===== src/rtl/sd_decimator.sv =====
// Sigma-delta demodulator: 3rd-order CIC decimator (R = 2^DEC_LOG2) turning a
// 1-bit pulse-density stream into 16-bit signed PCM samples.
module sd_decimator #(
  parameter int DEC_LOG2 = 9
) (
  input  logic        clk,
  input  logic        rstn,
  input  logic        din_en,
  input  logic        din,
  output logic [15:0] dout,
  output logic        dout_valid
);

  localparam int W  = 3*DEC_LOG2 + 1;
  localparam int SH = 3*DEC_LOG2 - 16;
  localparam logic [W-1:0]          HALF    = W'(1) << (3*DEC_LOG2 - 1);
  localparam logic signed [W-1:0]   YMAX    = 32767;
  localparam logic [DEC_LOG2-1:0]   PH_LAST = '1;
  localparam logic [DEC_LOG2-1:0]   PH_ONE  = 1;

  logic [W-1:0]          int1_q, int2_q, int3_q;
  logic [W-1:0]          snap_q, snap_d1_q, c1_d1_q, c2_d1_q;
  logic [DEC_LOG2-1:0]   phase_q;
  logic                  snap_flag_q;
  logic [1:0]            warm_q;
  logic [15:0]           dout_q;
  logic                  valid_q;

  logic [W-1:0]          c1, c2, c3, ctr;
  logic signed [W-1:0]   ysh;
  logic [15:0]           dout_d;

  // Comb stage is evaluated every cycle but only consumed on the cycle after a snapshot.
  always_comb begin
    c1     = snap_q - snap_d1_q;
    c2     = c1 - c1_d1_q;
    c3     = c2 - c2_d1_q;
    ctr    = c3 - HALF;
    ysh    = $signed(ctr) >>> SH;
    dout_d = ysh[15:0];
    // Only the all-ones window reaches +32768; the negative end cannot overflow.
    if (ysh > YMAX) dout_d = 16'h7fff;
  end

  always_ff @(posedge clk or negedge rstn) begin
    if (!rstn) begin
      int1_q      <= '0;
      int2_q      <= '0;
      int3_q      <= '0;
      snap_q      <= '0;
      snap_d1_q   <= '0;
      c1_d1_q     <= '0;
      c2_d1_q     <= '0;
      phase_q     <= '0;
      snap_flag_q <= 1'b0;
      warm_q      <= 2'd0;
      dout_q      <= '0;
      valid_q     <= 1'b0;
    end else begin
      snap_flag_q <= 1'b0;
      valid_q     <= 1'b0;
      if (din_en) begin
        int1_q  <= int1_q + {{(W-1){1'b0}}, din};
        int2_q  <= int2_q + int1_q;
        int3_q  <= int3_q + int2_q;
        phase_q <= phase_q + PH_ONE;
        if (phase_q == PH_LAST) begin
          snap_q      <= int3_q;
          snap_flag_q <= 1'b1;
        end
      end
      if (snap_flag_q) begin
        snap_d1_q <= snap_q;
        c1_d1_q   <= c1;
        c2_d1_q   <= c2;
        // First three snapshots only prime the comb delay line.
        if (warm_q == 2'd3) begin
          dout_q  <= dout_d;
          valid_q <= 1'b1;
        end else begin
          warm_q <= warm_q + 2'd1;
        end
      end
    end
  end

  assign dout       = dout_q;
  assign dout_valid = valid_q;

endmodule


===== config.mk =====
export PLATFORM = sky130hd
export DESIGN_NAME = sd_decimator
export DESIGN_NICKNAME = d
export VERILOG_FILES = /design/src/rtl/sd_decimator.sv
export SDC_FILE = /design/constraint.sdc
export NUM_CORES = 1
export LEC_CHECK = 0
export ABC_AREA = 1
export BUFFER_PORTS_ARGS = -buffer_cell sky130_fd_sc_hd__buf_4
export CAP_MARGIN = 0
export CORE_AREA = 2 2 113 225
export CTS_BUF_LIST = sky130_fd_sc_hd__clkbuf_16
export CTS_CLUSTER_DIAMETER = 100
export DETAILED_ROUTE_END_ITERATION = 16
export DIE_AREA = 0 0 115 227
export PLACE_DENSITY = 0.78
export SYNTH_ARGS = -nofsm -noshare
export SYNTH_HDL_FRONTEND = slang
export SYNTH_SLANG_ARGS = --single-unit

===== constraint.sdc =====
create_clock -name clk -period 6 [get_ports clk]
set_input_delay 0.6 -clock clk [delete_from_list [all_inputs] [get_ports clk]]
set_output_delay 0.6 -clock clk [all_outputs]
set_load 0.05 [all_outputs]

==> results.py, run 1 <==
metrics = {
    "die": {
        "initial_core_util": 0.644,
        "die_h_um": 227,
        "coreArea_um2": 24300,
        "pin_count": 21,
        "die_x_um": 115,
        "die-area_um2": 26100,
        "core.rowCount": 81,
    },
    "sta": {
        "final_hold_viol_count": 0,
        "slew_violations": 0,
        "max_slew_margin": 0.332,
        "fin_crit_sh": 0.953,
        "min_period_ps": 5720,
        "skew_ps": 18.1,
        "tightest_slew_ps": 1000,
        "setup_viol": 0,
        "fmax_mhz": 175,
        "fin_tns_setup_ps": 0,
    },
    "setup_path": {
        "critPathSlowestCell": "fa_2",
        "path_class": "reg2reg",
        "worst_setup_path_end_kind": "register",
        "crit_end": "dout[3]$_DFFE_PN0P_",
        "rr_startpoint": "snap_q[0]$_DFFE_PN0P_",
        "cp.arrival_ps": 6160,
        "crit_start": "snap_q[0]$_DFFE_PN0P_",
        "path_delay_family": "simple AND/OR/NAND/NOR gates",
        "critPathRequiredTime_ps": 6430,
        "critPathBufInv": 4,
        "r2r_slack_ps": 280,
        "cp.depth": 31,
        "start_kind": "register",
        "crit_path_max_fanout": 10,
        "critPathMaxStageDelay_ps": 390,
        "r2r_end": "dout[3]$_DFFE_PN0P_",
        "worstRegToRegCells": 31,
    },
    "outcome": {
        "status": "completed",
    },
    "clock_tree": {
        "numCtsBuffers": 22,
        "cts_max_level": 1,
        "clockBufferDepth": 3,
        "clk_latency_ps": 530,
        "cts_hold_buf": 0,
        "cts_tree": "yes",
        "clk_pin_slew_worst_paths_ps": 70,
        "cts.sink_count": 225,
        "ctsRootBufferMaster": "clkbuf_16",
    },
    "detailed_routing": {
        "post_drt_wl_per_cell_um": 15.8,
        "antenna_left": 0,
        "vias": 13400,
        "drc": 0,
        "drt_iter0_drc": 698,
        "drt-vias-per-instance": 5.74,
        "first_pass_iters": 6,
        "totalWireLength_mm": 36.9,
    },
    "grt": {
        "grt_first_pass_wirelength_mm": 60.4,
        "gr-total-overflow": 0,
        "grt_usage": 0.287,
        "grt_max_degree": 118,
        "grt_pass1_vias": 13900,
        "antenna_found_initial": 0,
    },
    "placement": {
        "gp_congestion": 0.935,
        "portBuffers": 20,
        "dp_hpwl_mm": 27.9,
    },
    "logic_synthesis": {
        "synthTopCellsByArea": "dfrtp_1 36%, ha_1 13%, nand2_1 12%",
        "synth_most_common_cell": "nand2_1",
        "synth_top_area_share": 0.359,
        "synth-seq-area-share": 0.359,
        "synth_edf_count": 0,
        "yosys-top-cells-count": "495 x nand2_1, 225 x dfrtp_1, 220 x inv_1, 207 x o21ai_0, 164 x ha_1",
        "post_synth.cell_area_avg_um2": 7.80,
        "syn-num-nets": 2180,
        "synth.distinct_cells": 51,
        "synthCells": 2008,
        "ys_ff_latch": 225,
        "yosysWarnings": 0,
        "synth_area_leader_cell": "dfrtp_1",
        "async_reset_ff_frac": 1.00,
        "synth-main-ff-cell": "dfrtp_1",
        "syn_area_um2": 15700,
    },
    "finish": {
        "n_fill_cell": 2019,
        "drive_above_1_share": 0.0753,
        "layout.nets": 2203,
        "antennaDiodeCount": 0,
        "area_growth_pct": 8.96,
        "final_util": 0.702,
    },
    "pwr": {
        "p_per_area_nw_per_um2": 306,
        "finalPower_w": 0.00523,
        "leakagePower_nw": 8.84,
        "vdd_drop_max_mv": 0.313,
    },
    "job": {
        "cap_violations": 0,
    },
    "min_path": {
        "hp-class": "in2async",
    },
}
-- state kept, by name (all words and copies together), names as in the netlist --
signal       flops
c1_d1_q         28
c2_d1_q         28
dout            16
dout_valid       1
int1_q          28
int2_q          28
int3_q          28
phase_q          9
snap_d1_q       28
snap_flag_q      1
snap_q          28
warm_q           2
-- stage by stage --
step,setup WS [ps],instance area (um^2),cells,hold slack [ps]
after floorplan,769,15700,2008,304
after global placement,51.7,16100,2287,462
after detailed placement,-209,16100,2287,472
after CTS,21.0,16800,2328,163
after global routing,-14.2,17100,2334,196
final,279,17100,2334,109
-- per-layer routing --
| layer | GRT usage | up-vias | part of all wire |
|---|---|---|---|
| met2 | 0.558 | 261 | 0.55 |
| li1 | - | 6681 | - |
| met1 | 0.261 | 6300 | 0.35 |
| met4 | 0.229 | 0 | 0.085 |
| met5 | 0 | - | 0 |
| met3 | 0.0258 | 163 | 0.023 |
-- worst register-to-register path: cells and delay by family, from the launching register on --
kind	cells	cell delay, ps
compound gates	8	1400
xor+xnor	2	290
fa+ha+maj	5	1560
buf+inv	4	430
flops	1	380
simple gates	12	1590
-- area by class of cell --
class                   instances  area (um^2)  area share
clock buffers                  23          576      0.0337
repair buffers                 40          320      0.0188
well taps                     290          363      0.0213
flip-flops and latches        225         5630       0.330
inverters                     222          833      0.0488
multi-input cells            1520         9240       0.541
clock inverters                14          111     0.00652
-- placed cells by master (no fill, tap or decap), types with 3 or more instances in the layout --
| cell | Yosys | routed |
|---|---|---|
| inv_1 | 220 | 224 |
| fa_1 | 4 | 3 |
| nor2_1 | 131 | 126 |
| o21ai_0 | 207 | 203 |
| o21bai_1 | 14 | 14 |
| nand3_2 | 2 | 5 |
| nor3_2 | 3 | 4 |
| nand3_1 | 78 | 73 |
| ha_1 | 164 | 157 |
| o21a_1 | 5 | 5 |
| nor4_1 | 7 | 4 |
| clkbuf_16 | 0 | 23 |
| nand2_2 | 3 | 6 |
| o21ai_1 | 11 | 14 |
| a21oi_2 | 1 | 5 |
| ha_4 | 0 | 3 |
| dfrtp_1 | 225 | 224 |
| buf_4 | 1 | 38 |
| xnor2_1 | 47 | 47 |
| clkinv_2 | 0 | 5 |
| nand4_1 | 12 | 12 |
| nand2_1 | 495 | 491 |
| a31o_2 | 3 | 3 |
| a31oi_1 | 16 | 15 |
| a21boi_0 | 4 | 4 |
| a21oi_1 | 149 | 144 |
| ha_2 | 0 | 4 |
| a21oi_4 | 10 | 11 |
| xor2_1 | 80 | 78 |
| a21o_1 | 22 | 22 |
| nor3b_1 | 3 | 3 |
| nor2_2 | 2 | 7 |
| or2_2 | 15 | 15 |
| nor3_1 | 13 | 12 |
| inv_2 | 2 | 3 |
| o211ai_1 | 5 | 5 |
-- what timing repair did --
| item | in CTS | in global routing |
|---|---|---|
| setup endpoints to repair | 15 | 16 |
| buffers inserted | 4 | 6 |
| gates resized for setup | 5 | 42 |
| pin swaps | 3 | 18 |
-- power by group --
group          internal (W)  switching [W]
Combinational      0.000762        0.00123
Clock              0.000774       0.000589
Sequential          0.00170       0.000168
Total               0.00324        0.00199
-- worst min-delay path by stage --
stage | to | cells past startpoint
6_report | warm_q[1]$_DFFE_PN0P_ | 1
3_3_place_gp | phase_q[8]$_DFFE_PN0P_ | 2
4_1_cts | c2_d1_q[1]$_DFFE_PN0P_ | 1
3_5_place_dp | phase_q[8]$_DFFE_PN0P_ | 2
2_1_floorplan | c1_d1_q[0]$_DFFE_PN0P_ | 0
5_1_grt | warm_q[0]$_DFFE_PN0P_ | 1
-- cells by family (layout without fill, tap and decap cells) --
logic type / after synthesis / after routing / synth area share
AOI/OAI and AO/OA: 453 / 453 / 0.163
buffers and inverters: 263 / 299 / 0.0652
and+or+nand+nor: 771 / 771 / 0.204
muxes: 1 / 1 / 0.000719
xor gates and xnor gates: 127 / 127 / 0.0710
DFF: 225 / 225 / 0.359
adders and majority gates: 168 / 168 / 0.136
(Power assumes the default switching activity.)
==> run 2, diff against run 1 <==
--- a/config.mk
+++ b/config.mk
@@ -8,11 +8,12 @@
 export ABC_AREA = 1
 export BUFFER_PORTS_ARGS = -buffer_cell sky130_fd_sc_hd__buf_4
 export CAP_MARGIN = 0
-export CORE_AREA = 2 2 113 225
+export CORE_AREA = 2 2 159 161
 export CTS_BUF_LIST = sky130_fd_sc_hd__clkbuf_16
 export CTS_CLUSTER_DIAMETER = 100
 export DETAILED_ROUTE_END_ITERATION = 16
-export DIE_AREA = 0 0 115 227
+export DIE_AREA = 0 0 161 163
+export GPL_ROUTABILITY_DRIVEN = 0
 export PLACE_DENSITY = 0.78
 export SYNTH_ARGS = -nofsm -noshare
 export SYNTH_HDL_FRONTEND = slang
==> constraint.sdc (replaced) <==
create_clock -name clk -period 6 [get_ports clk]
set_input_delay 0.9 -clock clk [delete_from_list [all_inputs] [get_ports clk]]
set_output_delay 0.9 -clock clk [all_outputs]
set_load 0.05 [all_outputs]
==> results.py, run 2 (same netlist as run 1, synthesis figures left out) <==
metrics = {
    "pwr": {
        "finalPower_w": 0.00535,
        "switching_power_w": 0.00197,
        "p_per_area_nw_per_um2": 311,
        "leakagePower_nw": 8.86,
        "p_comb_frac": 0.362,
        "internal-power_w": 0.00337,
        "swShare": 0.369,
        "p_clk_frac": 0.287,
        "pwr-share-seq": 0.352,
        "vdd_drop_max_mv": 0.247,
    },
    "outcome": {
        "status": "completed",
    },
    "finish": {
        "antennaDiodeCount": 0,
        "n_fill_cell": 1940,
        "layout_commonest_cell": "nand2_1",
        "final_cell_mix": "491 x nand2_1, 224 x dfrtp_1, 223 x inv_1, 204 x o21ai_0, 158 x ha_1",
        "area_growth_pct": 9.77,
        "final_util": 0.697,
        "layout.nets": 2197,
        "drive_above_1_share": 0.0729,
    },
    "detailed_routing": {
        "drt_iter0_drc": 611,
        "first_pass_iters": 5,
        "drc": 0,
        "vias": 13100,
        "antenna_left": 0,
        "totalWireLength_mm": 32.9,
        "drt-vias-per-instance": 5.50,
        "post_drt_wl_per_cell_um": 13.9,
    },
    "clock_tree": {
        "numCtsBuffers": 26,
        "clockBufferDepth": 3,
        "clk_latency_ps": 530,
        "cts.sink_count": 225,
        "ctsRootBufferMaster": "clkbuf_16",
        "clk_pin_slew_worst_paths_ps": 60,
        "cts_hold_buf": 0,
        "cts_max_level": 1,
        "cts_tree": "yes",
    },
    "die": {
        "coreArea_um2": 24700,
        "core.rowCount": 58,
        "die-area_um2": 26200,
        "initial_core_util": 0.635,
        "pin_count": 21,
        "die_x_um": 161,
        "die_h_um": 163,
    },
    "job": {
        "cap_violations": 0,
    },
    "sta": {
        "fin_crit_sh": 0.939,
        "skew_ps": 11.7,
        "setup_viol": 0,
        "min_period_ps": 5630,
        "tightest_slew_ps": 1130,
        "max_slew_margin": 0.244,
        "fmax_mhz": 178,
        "slew_violations": 0,
        "final_hold_viol_count": 0,
        "fin_tns_setup_ps": 0,
    },
    "min_path": {
        "hp-class": "in2async",
    },
    "setup_path": {
        "worst_setup_path_end_kind": "register",
        "crit_path_max_fanout": 7,
        "start_kind": "register",
        "cp_common_cell": "nand2_1",
        "r2r_slack_ps": 370,
        "critPathSlowestCell": "nor4_1",
        "critPathRequiredTime_ps": 6450,
        "cp.arrival_ps": 6090,
        "worstRegToRegCells": 33,
        "critPathMaxStageDelay_ps": 500,
        "path_class": "reg2reg",
    },
    "placement": {
        "portBuffers": 20,
        "dp_hpwl_mm": 24.5,
    },
    "grt": {
        "antenna_found_initial": 0,
        "grt_first_pass_wirelength_mm": 57.1,
        "grt_max_degree": 125,
        "grt_usage": 0.258,
        "grt_pass1_vias": 13000,
        "gr-total-overflow": 0,
    },
}
==> run 2: metrics by stage <==
step / setup WS [ps] / hold slack, ps / area [um^2] / instances
floorplan: 769 / 445 / 15700 / 2008
global placement: 248 / 461 / 16100 / 2322
detailed placement: 12.9 / 473 / 16100 / 2322
CTS: 46.5 / 476 / 16900 / 2370
global route: -98.8 / 497 / 17200 / 2374
finish: 367 / 403 / 17200 / 2374
==> run 2: worst paths after layout <==
kind	start	endpoint
setup reg to reg	snap_q[16]$_DFFE_PN0P_	dout[7]$_DFFE_PN0P_
setup / recovery	snap_q[16]$_DFFE_PN0P_	dout[7]$_DFFE_PN0P_
hold reg to reg	snap_q[0]$_DFFE_PN0P_	snap_q[0]$_DFFE_PN0P_
max in group asynchronous	rstn	int2_q[25]$_DFFE_PN0P_
min in group clk	snap_q[0]$_DFFE_PN0P_	snap_q[0]$_DFFE_PN0P_
hold / removal	rstn	warm_q[0]$_DFFE_PN0P_
==> run 2: critical path: cells and delay by family (launching register included) <==
family	cells	cell delay, ps
buffers and inverters	4	340
DFF	1	390
xor gates and xnor gates	2	400
and+or+nand+nor	21	2900
AOI/OAI and AO/OA	2	170
adders and majority gates	4	1320
==> run 2: repair_timing <==
| item | 4_1_cts | 5_1_grt |
|---|---|---|
| gates resized for setup | 0 | 38 |
| pin swaps | 1 | 11 |
| endpoints found under the setup margin | 6 | 16 |
| setup buffers | 1 | 3 |
| cloned | 0 | 1 |
==> run 2: per-layer routing <==
metal,GRT usage,wire (um),up-vias
li1,-,-,6694
met1,0.306,14200,6021
met2,0.481,16600,240
met3,0.0283,999,101
met4,0.0938,1170,0
met5,0,0,-
==> run 2: final cells by class <==
class / instances / area [um^2] / share of cell area
sequential: 225 / 5630 / 0.328
tap: 330 / 413 / 0.0240
multi-input combinational: 1520 / 9230 / 0.536
clock buffer: 27 / 676 / 0.0393
timing repair buffer: 30 / 263 / 0.0153
clock inverter: 20 / 155 / 0.00902
inverter: 222 / 833 / 0.0484
==> run 2: power groups by stage <==
| stage | registers (W) | logic [W] | clock network (W) |
|---|---|---|---|
| 2_1_floorplan | 0.00185 | 0.00145 | 0 |
| 3_3_place_gp | 0.00189 | 0.00172 | 0 |
| 3_5_place_dp | 0.00190 | 0.00179 | 0 |
| 4_1_cts | 0.00188 | 0.00182 | 0.00156 |
| 5_1_grt | 0.00190 | 0.00219 | 0.00162 |
| 6_report | 0.00188 | 0.00193 | 0.00153 |
==> run 3, diff against run 2 <==
--- a/config.mk
+++ b/config.mk
@@ -8,13 +8,14 @@
 export ABC_AREA = 1
 export BUFFER_PORTS_ARGS = -buffer_cell sky130_fd_sc_hd__buf_4
 export CAP_MARGIN = 0
-export CORE_AREA = 2 2 159 161
+export CORE_AREA = 2 2 168 170
 export CTS_BUF_LIST = sky130_fd_sc_hd__clkbuf_16
 export CTS_CLUSTER_DIAMETER = 100
 export DETAILED_ROUTE_END_ITERATION = 16
-export DIE_AREA = 0 0 161 163
+export DIE_AREA = 0 0 170 172
 export GPL_ROUTABILITY_DRIVEN = 0
-export PLACE_DENSITY = 0.78
+export PLACE_DENSITY = 0.73
+export RECOVER_POWER = 25
 export SYNTH_ARGS = -nofsm -noshare
 export SYNTH_HDL_FRONTEND = slang
 export SYNTH_SLANG_ARGS = --single-unit
==> constraint.sdc (replaced) <==
create_clock -name clk -period 5.16 [get_ports clk]
set_input_delay 0.774 -clock clk [delete_from_list [all_inputs] [get_ports clk]]
set_output_delay 0.774 -clock clk [all_outputs]
set_load 0.05 [all_outputs]
==> results.py, run 3 (same netlist as run 1, synthesis figures left out) <==
metrics = {
    "pwr": {
        "leakagePower_nw": 9.92,
        "p_per_area_nw_per_um2": 345,
        "vdd_drop_max_mv": 0.316,
        "finalPower_w": 0.00666,
    },
    "sta": {
        "tightest_slew_ps": 2630,
        "max_slew_margin": -0.755,
        "slew_violations": 151,
        "fin_crit_sh": 1.03,
        "finalWorstSetupSlack_ps": -167,
        "hold-worst-slack_ps": 481,
        "skew_ps": 6.91,
        "setup_viol": 16,
        "fmax_mhz": 188,
        "rsz0062_at_grt": "yes",
        "final_hold_viol_count": 0,
        "min_period_ps": 5330,
    },
    "grt": {
        "grt_first_pass_wirelength_mm": 61.1,
        "gr-total-overflow": 0,
        "grt_max_degree": 106,
        "antenna_found_initial": 0,
        "grt_pass1_vias": 13800,
        "grt_usage": 0.250,
    },
    "detailed_routing": {
        "totalWireLength_mm": 36.2,
        "vias": 13900,
        "drt_iter0_drc": 700,
        "post_drt_wl_per_cell_um": 13.9,
        "antenna_left": 0,
        "drc": 0,
        "first_pass_iters": 5,
        "drt-vias-per-instance": 5.32,
    },
    "outcome": {
        "violations": "max-capacitance violations, max-slew violations, negative setup slack",
        "status": "finished, violations left",
    },
    "finish": {
        "final_cells": 2604,
        "area_growth_pct": 23.0,
        "antennaDiodeCount": 0,
        "layout.nets": 2412,
        "layout_commonest_cell": "nand2_1",
        "drive_above_1_share": 0.193,
        "final_cell_mix": "476 x nand2_1, 236 x buf_4, 224 x dfrtp_1, 223 x inv_1, 191 x o21ai_0",
    },
    "die": {
        "coreArea_um2": 27500,
        "initial_core_util": 0.570,
        "die-area_um2": 29200,
        "core.rowCount": 61,
        "pin_count": 21,
        "die_h_um": 172,
        "die_x_um": 170,
    },
    "min_path": {
        "hp-class": "reg2reg",
    },
    "clock_tree": {
        "clk_pin_slew_worst_paths_ps": 60,
        "cts_max_level": 1,
        "numCtsBuffers": 27,
        "ctsRootBufferMaster": "clkbuf_16",
        "clockBufferDepth": 3,
        "cts_tree": "yes",
        "clk_latency_ps": 550,
        "cts.sink_count": 225,
    },
    "setup_path": {
        "critPathMaxStageDelay_ps": 390,
        "critPathRequiredTime_ps": 5640,
        "worst_setup_path_end_kind": "register",
        "path_class": "reg2reg",
        "cp.arrival_ps": 5800,
        "cp_common_cell": "nand2_1",
        "crit_path_max_fanout": 8,
        "critPathSlowestCell": "dfrtp_1",
        "start_kind": "register",
    },
    "placement": {
        "portBuffers": 20,
        "dp_hpwl_mm": 26.0,
        "dp.cells": 2532,
        "pre_cts_slack_ps": -510,
    },
    "job": {
        "cap_violations": 2,
    },
}
==> run 3: changes by cell type in the layout (fill, tap and decap cells not counted), sizes merged <==
cell      delta
buf        +211
nand2        +1
bufinv       -1
clkinv       -1
inv          +5
clkinvlp     -3
clkbuf       +2
==> run 3: area by class of cell <==
class	count	area, um^2
clock buffers	27	676
clock inverters	20	129
fillers	2098	8200
inverters	222	833
multi-input cells	1521	9730
flip-flops and latches	225	5630
well taps	346	433
repair buffers	243	1840
==> run 3: metal layers <==
metal  GRT usage  part of all wire
met1       0.286              0.42
met2       0.475              0.51
met3      0.0282             0.027
met4       0.101             0.042
met5           0                 0
==> run 3: path summary, 6_finish.rpt <==
path / start / end / slack [ps] / depth (start not counted)
worst min-delay path: phase_q[7]$_DFFE_PN0P_ / phase_q[7]$_DFFE_PN0P_ / 480 / 1
worst max register to register: snap_q[7]$_DFFE_PN0P_ / dout[4]$_DFFE_PN0P_ / -170 / 35
max in group asynchronous: rstn / snap_flag_q$_DFF_PN0_ / 1680 / 2
worst min register to register: phase_q[7]$_DFFE_PN0P_ / phase_q[7]$_DFFE_PN0P_ / 480 / 1
worst max-delay path: snap_q[7]$_DFFE_PN0P_ / dout[4]$_DFFE_PN0P_ / -170 / 35
min in group asynchronous: rstn / c2_d1_q[4]$_DFFE_PN0P_ / 990 / 1
==> run 3: timing repair <==
item,CTS,global route
gates cloned,1,0
pin swaps,31,66
setup buffers,14,10
setup endpoints to repair,16,16
hold buffers,0,0
resized for setup,49,99
==> run 3: where the power goes <==
group	leakage [nW]	switching [W]	total [W]	internal [W]
sequential	3.02	0.000198	0.00218	0.00198
clock	0.422	0.000737	0.00173	0.000996
combinational	6.48	0.00155	0.00274	0.00119
total	9.92	0.00249	0.00666	0.00417
==> run 3: stage by stage <==
stage	util	setup TNS [ps]	cell area (um^2)
5_1_grt	0.702	-9500	19300
6_report	0.702	-2520	19300
4_1_cts	0.683	-3730	18800
2_1_floorplan	-	0	15700
3_5_place_dp	0.640	-7490	17600
3_3_place_gp	0.640	-5570	17600
==> run 3: worst max-delay path, delay by kind of cell (launching register included) <==
| family | cells | cell delay [ps] |
|---|---|---|
| adder cells (fa/ha/maj) | 4 | 1230 |
| XOR/XNOR | 2 | 330 |
| buffers and inverters | 4 | 310 |
| AND/OR/NAND/NOR | 21 | 2400 |
| AO/OA/AOI/OAI | 4 | 590 |
| flip-flops | 1 | 390 |
